==> src/rtl/cattrap_pkg.sv <==
// Shared CatTrap constants: button index map and default debounce time.
// Imported by the button front-end and the game FSM for index decoding.
package cattrap_pkg;

  localparam int unsigned BTN_C   = 0;
  localparam int unsigned BTN_U   = 1;
  localparam int unsigned BTN_D   = 2;
  localparam int unsigned BTN_L   = 3;
  localparam int unsigned BTN_R   = 4;
  localparam int unsigned NUM_BTN = 5;

  // 10 ms at 100 MHz
  localparam int unsigned DEBOUNCE_CYCLES_DEFAULT = 1_000_000;

  function automatic logic [NUM_BTN-1:0] btn_mask(input int unsigned idx);
    logic [NUM_BTN-1:0] m;
    m = '0;
    m[idx] = 1'b1;
    return m;
  endfunction

endpackage

==> src/rtl/btn_conditioner_if.sv <==
// Button bundle between the board pins (master side) and the conditioner (slave side).
interface btn_conditioner_if #(
  parameter int unsigned NUM_BTN = cattrap_pkg::NUM_BTN
);

  logic [NUM_BTN-1:0] BtnIn;
  logic [NUM_BTN-1:0] BtnLevel;
  logic [NUM_BTN-1:0] BtnPulse;
  logic               AnyPulse;

  modport master (
    output BtnIn,
    input  BtnLevel,
    input  BtnPulse,
    input  AnyPulse
  );

  modport slave (
    input  BtnIn,
    output BtnLevel,
    output BtnPulse,
    output AnyPulse
  );

endinterface

==> src/rtl/btn_debounce_one.sv <==
// Single-button conditioner: 2-flop synchroniser, stable-time counter,
// debounced level and a one-cycle press pulse.
module btn_debounce_one #(
  parameter int unsigned DEBOUNCE_CYCLES = cattrap_pkg::DEBOUNCE_CYCLES_DEFAULT
) (
  input  logic clk,
  input  logic rst_n,
  input  logic btn_in,
  output logic level_o,
  output logic pulse_o,
  output logic pulse_d_o
);

  localparam int unsigned         CNT_W   = $clog2(DEBOUNCE_CYCLES);
  localparam logic [CNT_W-1:0]    CNT_MAX = CNT_W'(DEBOUNCE_CYCLES - 1);

  logic             s1_q, s2_q;
  logic             level_q, level_d;
  logic             pulse_q, pulse_d;
  logic [CNT_W-1:0] cnt_q, cnt_d;
  logic             accept;

  // Any cycle matching the current level restarts the stable-time count.
  always_comb begin
    accept  = 1'b0;
    level_d = level_q;
    cnt_d   = cnt_q;
    if (s2_q == level_q) begin
      cnt_d = '0;
    end else if (cnt_q == CNT_MAX) begin
      accept  = 1'b1;
      level_d = s2_q;
      cnt_d   = '0;
    end else begin
      cnt_d = cnt_q + CNT_W'(1);
    end
    pulse_d = ~level_q & accept & s2_q;
  end

  always_ff @(posedge clk or negedge rst_n) begin
    if (!rst_n) begin
      s1_q    <= 1'b0;
      s2_q    <= 1'b0;
      cnt_q   <= '0;
      level_q <= 1'b0;
      pulse_q <= 1'b0;
    end else begin
      s1_q    <= btn_in;
      s2_q    <= s1_q;
      cnt_q   <= cnt_d;
      level_q <= level_d;
      pulse_q <= pulse_d;
    end
  end

  assign level_o   = level_q;
  assign pulse_o   = pulse_q;
  assign pulse_d_o = pulse_d;

endmodule

==> src/rtl/btn_conditioner.sv <==
// CatTrap button front-end: one debouncer per button plus a registered
// any-press flag aligned with the per-button pulses.
module btn_conditioner
  import cattrap_pkg::*;
#(
  parameter int unsigned NUM_BTN         = cattrap_pkg::NUM_BTN,
  parameter int unsigned DEBOUNCE_CYCLES = DEBOUNCE_CYCLES_DEFAULT
) (
  input  logic        ClkPort,
  input  logic        ResetN,
  btn_conditioner_if.slave btn
);

  logic [NUM_BTN-1:0] level;
  logic [NUM_BTN-1:0] pulse;
  logic [NUM_BTN-1:0] pulse_next;
  logic               any_pulse_q, any_pulse_d;

  for (genvar g = 0; g < NUM_BTN; g++) begin : g_btn
    btn_debounce_one #(
      .DEBOUNCE_CYCLES(DEBOUNCE_CYCLES)
    ) u_deb (
      .clk      (ClkPort),
      .rst_n    (ResetN),
      .btn_in   (btn.BtnIn[g]),
      .level_o  (level[g]),
      .pulse_o  (pulse[g]),
      .pulse_d_o(pulse_next[g])
    );
  end

  // OR the next-state pulses so AnyPulse lands on the same edge as BtnPulse.
  always_comb begin
    any_pulse_d = |pulse_next;
  end

  always_ff @(posedge ClkPort or negedge ResetN) begin
    if (!ResetN) begin
      any_pulse_q <= 1'b0;
    end else begin
      any_pulse_q <= any_pulse_d;
    end
  end

  assign btn.BtnLevel = level;
  assign btn.BtnPulse = pulse;
  assign btn.AnyPulse = any_pulse_q;

endmodule

==> src/flat_wrapper.sv <==
// flat-port wrapper written by rule: the top's interface ports become plain ports
module btn_conditioner_flat import cattrap_pkg::*;
#(
  parameter int unsigned NUM_BTN         = cattrap_pkg::NUM_BTN,
  parameter int unsigned DEBOUNCE_CYCLES = DEBOUNCE_CYCLES_DEFAULT
)
  (ClkPort, ResetN, btn_BtnIn, btn_BtnLevel, btn_BtnPulse, btn_AnyPulse);
  btn_conditioner_if #(.NUM_BTN(NUM_BTN)) btn_i ();
  input  logic ClkPort;
  input  logic ResetN;
  input wire logic [$bits(btn_i.BtnIn)-1:0] btn_BtnIn;
  output wire logic [$bits(btn_i.BtnLevel)-1:0] btn_BtnLevel;
  output wire logic [$bits(btn_i.BtnPulse)-1:0] btn_BtnPulse;
  output wire logic [$bits(btn_i.AnyPulse)-1:0] btn_AnyPulse;
  assign btn_i.BtnIn = btn_BtnIn;
  assign btn_BtnLevel = btn_i.BtnLevel;
  assign btn_BtnPulse = btn_i.BtnPulse;
  assign btn_AnyPulse = btn_i.AnyPulse;
  btn_conditioner #(.NUM_BTN(NUM_BTN), .DEBOUNCE_CYCLES(DEBOUNCE_CYCLES)) u_core (.ClkPort(ClkPort), .ResetN(ResetN), .btn(btn_i));
endmodule
==> config.mk <==
export PLATFORM = sky130hd
export DESIGN_NAME = btn_conditioner_flat
export DESIGN_NICKNAME = d
export VERILOG_FILES = /design/src/rtl/cattrap_pkg.sv /design/src/rtl/btn_conditioner_if.sv /design/src/rtl/btn_debounce_one.sv /design/src/rtl/btn_conditioner.sv /design/src/flat_wrapper.sv
export SDC_FILE = /design/constraint.sdc
export NUM_CORES = 1
export LEC_CHECK = 0
export ABC_AREA = 1
export CORE_UTILIZATION = 43
export CTS_BUF_LIST = sky130_fd_sc_hd__clkbuf_8
export DETAILED_ROUTE_END_ITERATION = 7
export DONT_BUFFER_PORTS = 1
export SYNTH_ARGS = -nofsm -noshare
export SYNTH_HDL_FRONTEND = slang
export SYNTH_HIERARCHICAL = 1
export SYNTH_SLANG_ARGS = --single-unit
==> constraint.sdc <==
create_clock -name ClkPort -period 3.45 [get_ports ClkPort]
set_clock_uncertainty 0.1 [all_clocks]
set_input_delay 0.1725 -clock ClkPort [delete_from_list [all_inputs] [get_ports ClkPort]]
set_output_delay 0.1725 -clock ClkPort [all_outputs]
set_load 0.01 [all_outputs]
# == After elaboration in Yosys (flattened, before gate mapping) ==
# Cells that the tools add are included.
# totals
regBits,121
output_inout_bits,11
# classes
n_eq_ne,10
reduce_logical,6
n_addsub,5
muxes,20
bitwise_logic,20
# op_table
cell,count
2-to-1 mux 20 bit,10
adder 20 x 1 -> 20 bit (second input constant),5
== test 20 bit (second input constant),5
bitwise AND 1 bit,10
2-to-1 mux 1 bit,10
inverter 1 bit,10
AND reduction 2 bit,5
== test 1 bit,5
OR reduction 5 bit,1

# == Depth between registers and ports, before layout ==
# Gate-level depths: netlist of the first run.
# logic_depth
word_depth,6
ltp_mapped,9
mapped_depth_nobuf,9

# == Modules after synthesis ==
# The synthesis of the first run kept the hierarchy.
# by_module_without_submodules
mod,n_inst,area_per_inst_um2,cells_each,seq_area_each_um2
btn_debounce_one,5,1395.1,167,600.6
btn_conditioner,1,41.3,5,25.0

# == Worst setup path before layout of the first run ==
# No wires, ideal clock.
# synth_timing
kind,register to register
start,reg u_core.g_btn[0].u_deb.cnt_q[0]
end,reg u_core.any_pulse_q (netlist: u_core/btn.AnyPulse)
stages_incl_launch_ff,8
slack_ps,2039
setup_ps,68
t_arrival_ps,1242
path_cell_list,dfrtp_1 ha_1 nand3_2 nor2_4 nand3_2 nor3_1 nor2_1 nand3_1
# synth_between
elab_chain_len,6
# synth_lines
item,line_no,source
"start, declared",btn_debounce_one.sv:20,"logic [CNT_W-1:0] cnt_q, cnt_d;"
"start signal, assigned",btn_debounce_one.sv:50,cnt_q <= cnt_d;
== test 20 bit,btn_debounce_one.sv:30,end else if (cnt_q == CNT_MAX) begin
2-to-1 mux 1 bit,btn_debounce_one.sv:30,
2-to-1 mux 1 bit,btn_debounce_one.sv:28,if (s2_q == level_q) begin
bitwise AND 1 bit (2 in series),btn_debounce_one.sv:37,pulse_d = ~level_q & accept & s2_q;
via u_core.pulse_next[0],btn_conditioner.sv:16,logic [NUM_BTN-1:0] pulse_next;
OR reduction 5 bit,btn_conditioner.sv:34,any_pulse_d = |pulse_next;
via u_core.any_pulse_d,btn_conditioner.sv:17,"logic any_pulse_q, any_pulse_d;"
"end signal, assigned",btn_conditioner.sv:41,any_pulse_q <= any_pulse_d;
"end, declared",btn_conditioner.sv:17,
# The timed path passes the listed nets, and every way through them passes these cells.
# A chain may end at the register's enable or synchronous reset.

# == Worst setup path after layout of the first run ==
# layout_timing
start,reg u_core.g_btn[4].u_deb.cnt_q[0]
end,reg u_core.any_pulse_q (netlist: u_core/btn.AnyPulse)
# layout_between
elab_chain_len,6
# layout_lines
item,line_no
"start, declared",btn_debounce_one.sv:20
"start signal, assigned",btn_debounce_one.sv:50
== test 20 bit,btn_debounce_one.sv:30
2-to-1 mux 1 bit,btn_debounce_one.sv:30
2-to-1 mux 1 bit,btn_debounce_one.sv:28
bitwise AND 1 bit (2 in series),btn_debounce_one.sv:37
via u_core.pulse_next[4],btn_conditioner.sv:16
OR reduction 5 bit,btn_conditioner.sv:34
via u_core.any_pulse_d,btn_conditioner.sv:17
# The timed path passes the listed nets, and every way through them passes these cells.

==> metrics.md, run 1 <==
| Metric | Value |
|---|---|
| Cell taking the most area after synthesis | `dfrtp_1` |
| Starting density of the core | `44.2%` |
| Final Wtd Congestion | `0.847` |
| Die height | `130 µm` |
| Critical Path AT | `1.87 ns` |
| Crit Path Max Fanout | `5` |
| CTS Sinks | `121` |
| Non-Filler Instances | `1095` |
| Cell Rows | `46` |
| Path type of the worst setup path | `reg -> reg` |
| Setup violations, final | `0` |
| # diodes | `0` |
| RSZ-0062 raised after global routing | `false` |
| Initial antenna violation count | `0` |
| Post-synthesis async set-or-reset flop share | `100%` |
| Status | `finished, final reports clean` |
| Post-synthesis net count | `852` |
| CTS Buf Count | `17` |
| Clock Tree Root | `clkbuf_8` |
| Tmin final | `1.60 ns` |
| # IOs | `18` |
| Setup Buffers After CTS | `0` |
| Post-synthesis register bit count | `121` |
| PwrDens | `344 nW/µm²` |
| Placed cell count | `1056` |
| Syn avg cell area | `8.35 µm²` |
| Worst IR Drop VDD | `0.219 mV` |
| Ys Warns | `6` |
| Hold WC Path Type | `in -> reg` |
| F_max | `626 MHz` |
| Overall power | `2.65 mW` |
| Total internal power | `1.99 mW` |
| Fin Setup TNS | `0 ns` |
| CTS tree | `done` |
| Post-DP HPWL | `10300 µm` |
| Leak | `3.80 nW` |
| Sequential area share after synthesis | `43.2%` |
| PortBufs | `0` |
| Setup ws final | `1.85 ns` |
| Cell count of the worst hold path | `1` |
| Worst slack, placed | `1.82 ns` |
| First-pass detailed-route iteration total | `4` |
| Initial DRC count | `311` |
| Syn-to-layout area delta | `10.0%` |
| Vias in the first global route | `4984` |
| Slew @ Worst Pin | `0.592 ns` |
| Core ar. | `15900 µm²` |
| Sequential share of power | `54.8%` |
| Switching Fraction | `25.0%` |
| Yosys cell types | `26` |
| WP data required | `3.72 ns` |
| WL per Instance | `12.8 µm` |
| Die ar. | `16800 µm²` |
| Skew-Pair Late Insertion Delay | `0.44 ns` |
| Hold violation total from the final report | `0` |
| Worst hold slack | `0.186 ns` |
| Combinational Power Share | `3.8%` |
| Final Cycle Share | `46.3%` |
| Post-synthesis cell count | `840` |
| Die width | `130 µm` |
| Endpoint class of the critical path | `register` |
| Number of synthesized flops with an enable pin | `0` |
| Largest cells by area after synthesis | `dfrtp_1, nor2_1, nand2_1` |
| Total Wirelength | `14000 µm` |
| Vias per cell | `4.77` |
| Grt total ovfl | `0` |
| Share of total power in the clock network | `41.4%` |
| Via count | `5225` |
| Tot GR Track Use | `18.5%` |
| Max clock buf depth | `2` |
| Ys flop type | `dfrtp_1` |
| DRC violations left | `0` |
| Max_slew headroom | `60.5%` |
| First-pass GRT wire length | `24000 µm` |
| Clk pin slew, worst setup/hold paths | `0.07 ns` |
| Switch Pwr | `662 µW` |
| CP startpoint kind | `register` |
| Largest net degree at the start of global routing | `122` |
| Share of cells above drive strength 1 | `20.0%` |
| H-tree levels | `4` |
| ANT nets after route | `0` |
| Fin nets | `878` |
| Post-Syn Area | `7020 µm²` |
| R2R depth | `7` |
| Max-Cap Viols | `0` |
| Top cell type's share of synthesized area | `43.2%` |
| Max-slew violation count | `0` |
-- through the flow --
stage / utilization, % / area [µm²]
2_1_floorplan: - / 7020
3_3_place_gp: 45.9 / 7290
3_5_place_dp: 45.9 / 7290
4_1_cts: 48.6 / 7720
5_1_grt: 48.6 / 7720
6_report: 48.6 / 7720
-- flip-flops by register name (all words and copies together) (netlist names) --
register                    flops
u_core/g_btn.u_deb/cnt_q      100
u_core/g_btn.u_deb/level_o      5
u_core/g_btn.u_deb/pulse_o      5
u_core/g_btn.u_deb/s1_q         5
u_core/g_btn.u_deb/s2_q         5
u_core/btn.AnyPulse             1
-- routing by layer --
layer	routed length, µm	track usage (%)	vias up
met3	452	4.31	19
li1	-	-	2704
met5	0	0	-
met2	6480	29.4	66
met1	6840	24.5	2436
met4	230	7.18	0
-- Yosys cell counts (10+ instances only) --
| master | n |
|---|---|
| nor3_1 | 10 |
| o21ai_1 | 10 |
| xor2_1 | 30 |
| nor2_2 | 25 |
| nand2_1 | 140 |
| xnor2_1 | 15 |
| inv_1 | 81 |
| nand2_4 | 15 |
| inv_2 | 15 |
| a21oi_1 | 10 |
| nand4_1 | 15 |
| nor2_4 | 25 |
| dfrtp_1 | 121 |
| nand3_1 | 71 |
| nor2_1 | 172 |
| nand2_2 | 25 |
| nand3_2 | 15 |
-- cell families after synthesis --
logic type,after synthesis,share of synthesized area [%]
buf+inv,96,5.14
compound gates,35,3.12
simple gates,533,40.9
fa+ha+maj,5,0.892
flops,121,43.2
xor+xnor,50,6.78
-- power by group through the flow --
| stage | Clock (mW) | Combinational [mW] | Sequential (mW) |
|---|---|---|---|
| 3_3_place_gp | 0 | 0.0660 | 1.48 |
| 4_1_cts | 1.15 | 0.105 | 1.45 |
| 2_1_floorplan | 0 | 0.0514 | 1.48 |
| 6_report | 1.10 | 0.0997 | 1.45 |
| 5_1_grt | 1.21 | 0.117 | 1.46 |
| 3_5_place_dp | 0 | 0.0663 | 1.48 |
-- final timing paths --
path | startpoint | endpoint | slack (ns)
worst max-delay path | u_core/g_btn[4].u_deb/cnt_q[0] | u_core/btn.AnyPulse | 1.85
worst min-delay path | btn_BtnIn[2] | u_core/g_btn[2].u_deb/s1_q | 0.19
worst max register to register | u_core/g_btn[4].u_deb/cnt_q[0] | u_core/btn.AnyPulse | 1.85
worst min register to register | u_core/g_btn[3].u_deb/s1_q | u_core/g_btn[3].u_deb/s2_q | 0.25
max in group asynchronous | ResetN | u_core/g_btn[1].u_deb/cnt_q[2] | 2.54
min in group asynchronous | ResetN | u_core/g_btn[0].u_deb/cnt_q[12] | 0.25
-- placed cells by master, fill, tap and decap left out, types with 6 or more instances in the layout --
| cell type | n |
|---|---|
| a21oi_1 | 10 |
| clkbuf_8 | 19 |
| dfrtp_1 | 121 |
| dlygate4sd3_1 | 6 |
| inv_1 | 83 |
| inv_2 | 15 |
| nand2_1 | 140 |
| nand2_2 | 25 |
| nand2_4 | 15 |
| nand3_1 | 71 |
| nand3_2 | 15 |
| nand4_1 | 15 |
| nor2_1 | 172 |
| nor2_2 | 25 |
| nor2_4 | 25 |
| nor3_1 | 10 |
| o21ai_1 | 10 |
| xnor2_1 | 15 |
| xor2_1 | 30 |
-- repair_timing --
item,in CTS,in global routing
hold buffers,7,0
hold endpoints to repair,126,0
setup endpoints to repair,0,0
resized for setup,0,0
-- critical path, stage by stage, from the launching register on --
cell and delay, ns:
dfrtp_1 0.37, ha_1 0.21, nand3_2 0.15, nor2_4 0.18, nand3_2 0.15, nor3_1 0.23
nor2_1 0.09, nand3_1 0.07
-- cell type report --
class	count	area, µm²
tap	216	270
clock inverter	13	82.6
sequential	121	3030
clock buffer	19	262
fill	1574	8170
timing repair buffer	7	87.6
multi-input combinational	623	3630
inverter	96	360
No activity file was read; power rests on OpenSTA's default activity.
==> run 2, diff against run 1 <==
==> constraint.sdc (replaced) <==
create_clock -name ClkPort -period 1.5 [get_ports ClkPort]
set_clock_uncertainty 0.1 [all_clocks]
set_input_delay 0.075 -clock ClkPort [delete_from_list [all_inputs] [get_ports ClkPort]]
set_output_delay 0.075 -clock ClkPort [all_outputs]
set_load 0.01 [all_outputs]
==> metrics.md, run 2 (synthesized netlist as in run 1, its figures left out) <==
| Metric | Value |
|---|---|
| Grt total ovfl | `0 (unchanged)` |
| Max FFs per register | `100 (unchanged)` |
| PwrDens | `748 nW/µm² (+120%)` |
| PortBufs | `0 (unchanged)` |
| Post-DP HPWL | `10800 µm (+5.0%)` |
| FF-to-FF End | `u_core/g_btn[0].u_deb/cnt_q[6]` |
| Cell Rows | `46 (unchanged)` |
| H-tree levels | `4 (unchanged)` |
| RSZ-0062 raised after global routing | `true` |
| Die width | `130 µm (unchanged)` |
| Total Wirelength | `15000 µm (+7.1%)` |
| Share of cells above drive strength 1 | `28.9% (+8.9 points)` |
| Setup violations, final | `0 (unchanged)` |
| Endpoint class of the critical path | `register` |
| # diodes | `0 (unchanged)` |
| Tot GR Track Use | `19.1% (+0.55 points)` |
| WP data required | `1.73 ns (-1.99 ns)` |
| Hold Buf Count CTS | `5 (-2)` |
| Vias in the first global route | `5232 (+5.0%)` |
| CP startpoint kind | `register` |
| Hold WC Path Type | `in -> async` |
| Slew @ Worst Pin | `0.418 ns (-0.175 ns)` |
| WL per Instance | `12.8 µm (+0.40%)` |
| Clk pin slew, worst setup/hold paths | `0.07 ns (about the same)` |
| Max-Cap Viols | `0 (unchanged)` |
| Non-Filler Instances | `1168 (+6.7%)` |
| Worst hold slack | `-0.775 ns (-0.961 ns)` |
| Clock Tree Root | `clkbuf_8` |
| First-pass detailed-route iteration total | `7 (+3)` |
| Die ar. | `16800 µm² (unchanged)` |
| Fin nets | `951 (+8.3%)` |
| # IOs | `18 (unchanged)` |
| Most frequent cells in the layout | `nor2_1, nand2_1, dfrtp_1` |
| Skew-Pair Late Insertion Delay | `0.44 ns (about the same)` |
| Placed cell count | `1126 (+6.6%)` |
| ANT nets after route | `0 (unchanged)` |
| DRC violations left | `0 (unchanged)` |
| CTS tree | `done` |
| R2R depth | `7 (unchanged)` |
| F_max | `680 MHz (+8.5%)` |
| Fin Setup TNS | `0 ns (unchanged)` |
| CTS Sinks | `121 (unchanged)` |
| Path type of the worst setup path | `reg -> reg` |
| Leak | `4.20 nW (+11%)` |
| Status | `finished with violations` |
| Leading cell type in the layout, fill and taps excluded | `nor2_1` |
| Final Cycle Share | `98.1% (+52 points)` |
| Initial antenna violation count | `0 (unchanged)` |
| Core ar. | `15900 µm² (unchanged)` |
| Fill cells | `1513 (-3.9%)` |
| Via count | `5503 (+5.3%)` |
| CTS Buf Count | `17 (unchanged)` |
| Max clock buf depth | `2 (unchanged)` |
| Max_slew headroom | `72.1% (+12 points)` |
| Crit Path Max Fanout | `3 (-2)` |
| Starting density of the core | `44.2% (unchanged)` |
| Final Wtd Congestion | `0.877 (+3.6%)` |
| R2R Setup Slk | `0.03 ns (-1.82 ns)` |
| Largest register by flop count | `u_core/g_btn.u_deb/cnt_q` |
| Tmin final | `1.47 ns (-0.126 ns)` |
| Largest net degree at the start of global routing | `122 (unchanged)` |
| Hold violation total from the final report | `121 (+121)` |
| Syn-to-layout area delta | `21.8%` |
| Worst IR Drop VDD | `0.528 mV (+140%)` |
| Vias per cell | `4.71 (-1.3%)` |
| Critical Path AT | `1.70 ns (-0.17 ns)` |
| Die height | `130 µm (unchanged)` |
| First-pass GRT wire length | `24800 µm (+3.4%)` |
| Initial DRC count | `277 (-11%)` |
| Origin of the critical flop-to-flop path | `u_core/g_btn[0].u_deb/cnt_q[1]` |
| Max-slew violation count | `0 (unchanged)` |
| Failing checks | `negative hold slack` |
[run 2: layout make-up]
type                            instances  area [µm²]  share of cell area [%]
Sequential cell                       121        3030                    35.4
Timing Repair Buffer                   80         636                    7.44
Multi-Input combinational cell        623        3860                    45.1
Tap cell                              216         270                    3.16
Inverter                               96         373                    4.36
Clock buffer                           18         248                    2.90
Clock inverter                         14         134                    1.57
[run 2: power by group]
group | switching [mW] | total (mW) | internal [mW]
sequential | 0.0462 | 3.35 | 3.31
combinational | 0.120 | 0.206 | 0.0864
clock | 1.34 | 2.84 | 1.50
[run 2: worst max-delay path, stage by stage (launching register included)]
cell     delay, ns
dfrtp_1       0.41
ha_4          0.18
nand3_4       0.10
nor2_4        0.17
buf_6         0.13
buf_4         0.11
xnor2_1       0.11
nor2_1        0.06
[run 2: through the flow]
stage	total power, mW	utilization (%)	instance area (µm²)	setup WS, ns
6_report	6.40	53.8	8550	0.0285
2_1_floorplan	3.52	-	7020	0.0891
3_5_place_dp	3.58	49.2	7810	-0.101
3_3_place_gp	3.57	49.2	7810	-0.0960
5_1_grt	6.68	53.8	8550	-0.0963
4_1_cts	6.47	52.1	8280	-0.00140
[run 2: timing repair]
item | CTS | global route
setup buffers | 0 | 5
pin swaps | 0 | 26
endpoints found under the setup margin | 11 | 63
hold endpoints to repair | 126 | 121
gates resized for setup | 7 | 51
[run 2: how the worst max path moves through the flow]
stage	start	to	slack (ns)	cells past startpoint
floorplan	u_core/g_btn[0].u_deb/cnt_q[0]	u_core/btn.AnyPulse	0.09	7
global placement	u_core/g_btn[4].u_deb/cnt_q[0]	u_core/btn.AnyPulse	-0.1	7
detailed placement	u_core/g_btn[4].u_deb/cnt_q[0]	u_core/btn.AnyPulse	-0.10	7
CTS	u_core/g_btn[1].u_deb/cnt_q[0]	u_core/g_btn[1].u_deb/cnt_q[9]	-0.001	6
global route	u_core/g_btn[0].u_deb/cnt_q[1]	u_core/g_btn[0].u_deb/cnt_q[14]	-0.1	8
finish	u_core/g_btn[0].u_deb/cnt_q[1]	u_core/g_btn[0].u_deb/cnt_q[6]	0.03	7
[run 2: metal layers]
| metal | GRT usage [%] | part of all wire, % | vias to the layer above |
|---|---|---|---|
| met2 | 30.0 | 47 | 64 |
| li1 | - | - | 2850 |
| met5 | 0 | 0 | - |
| met1 | 26.0 | 49 | 2580 |
| met4 | 6.16 | 0.91 | 0 |
| met3 | 4.35 | 3.0 | 9 |
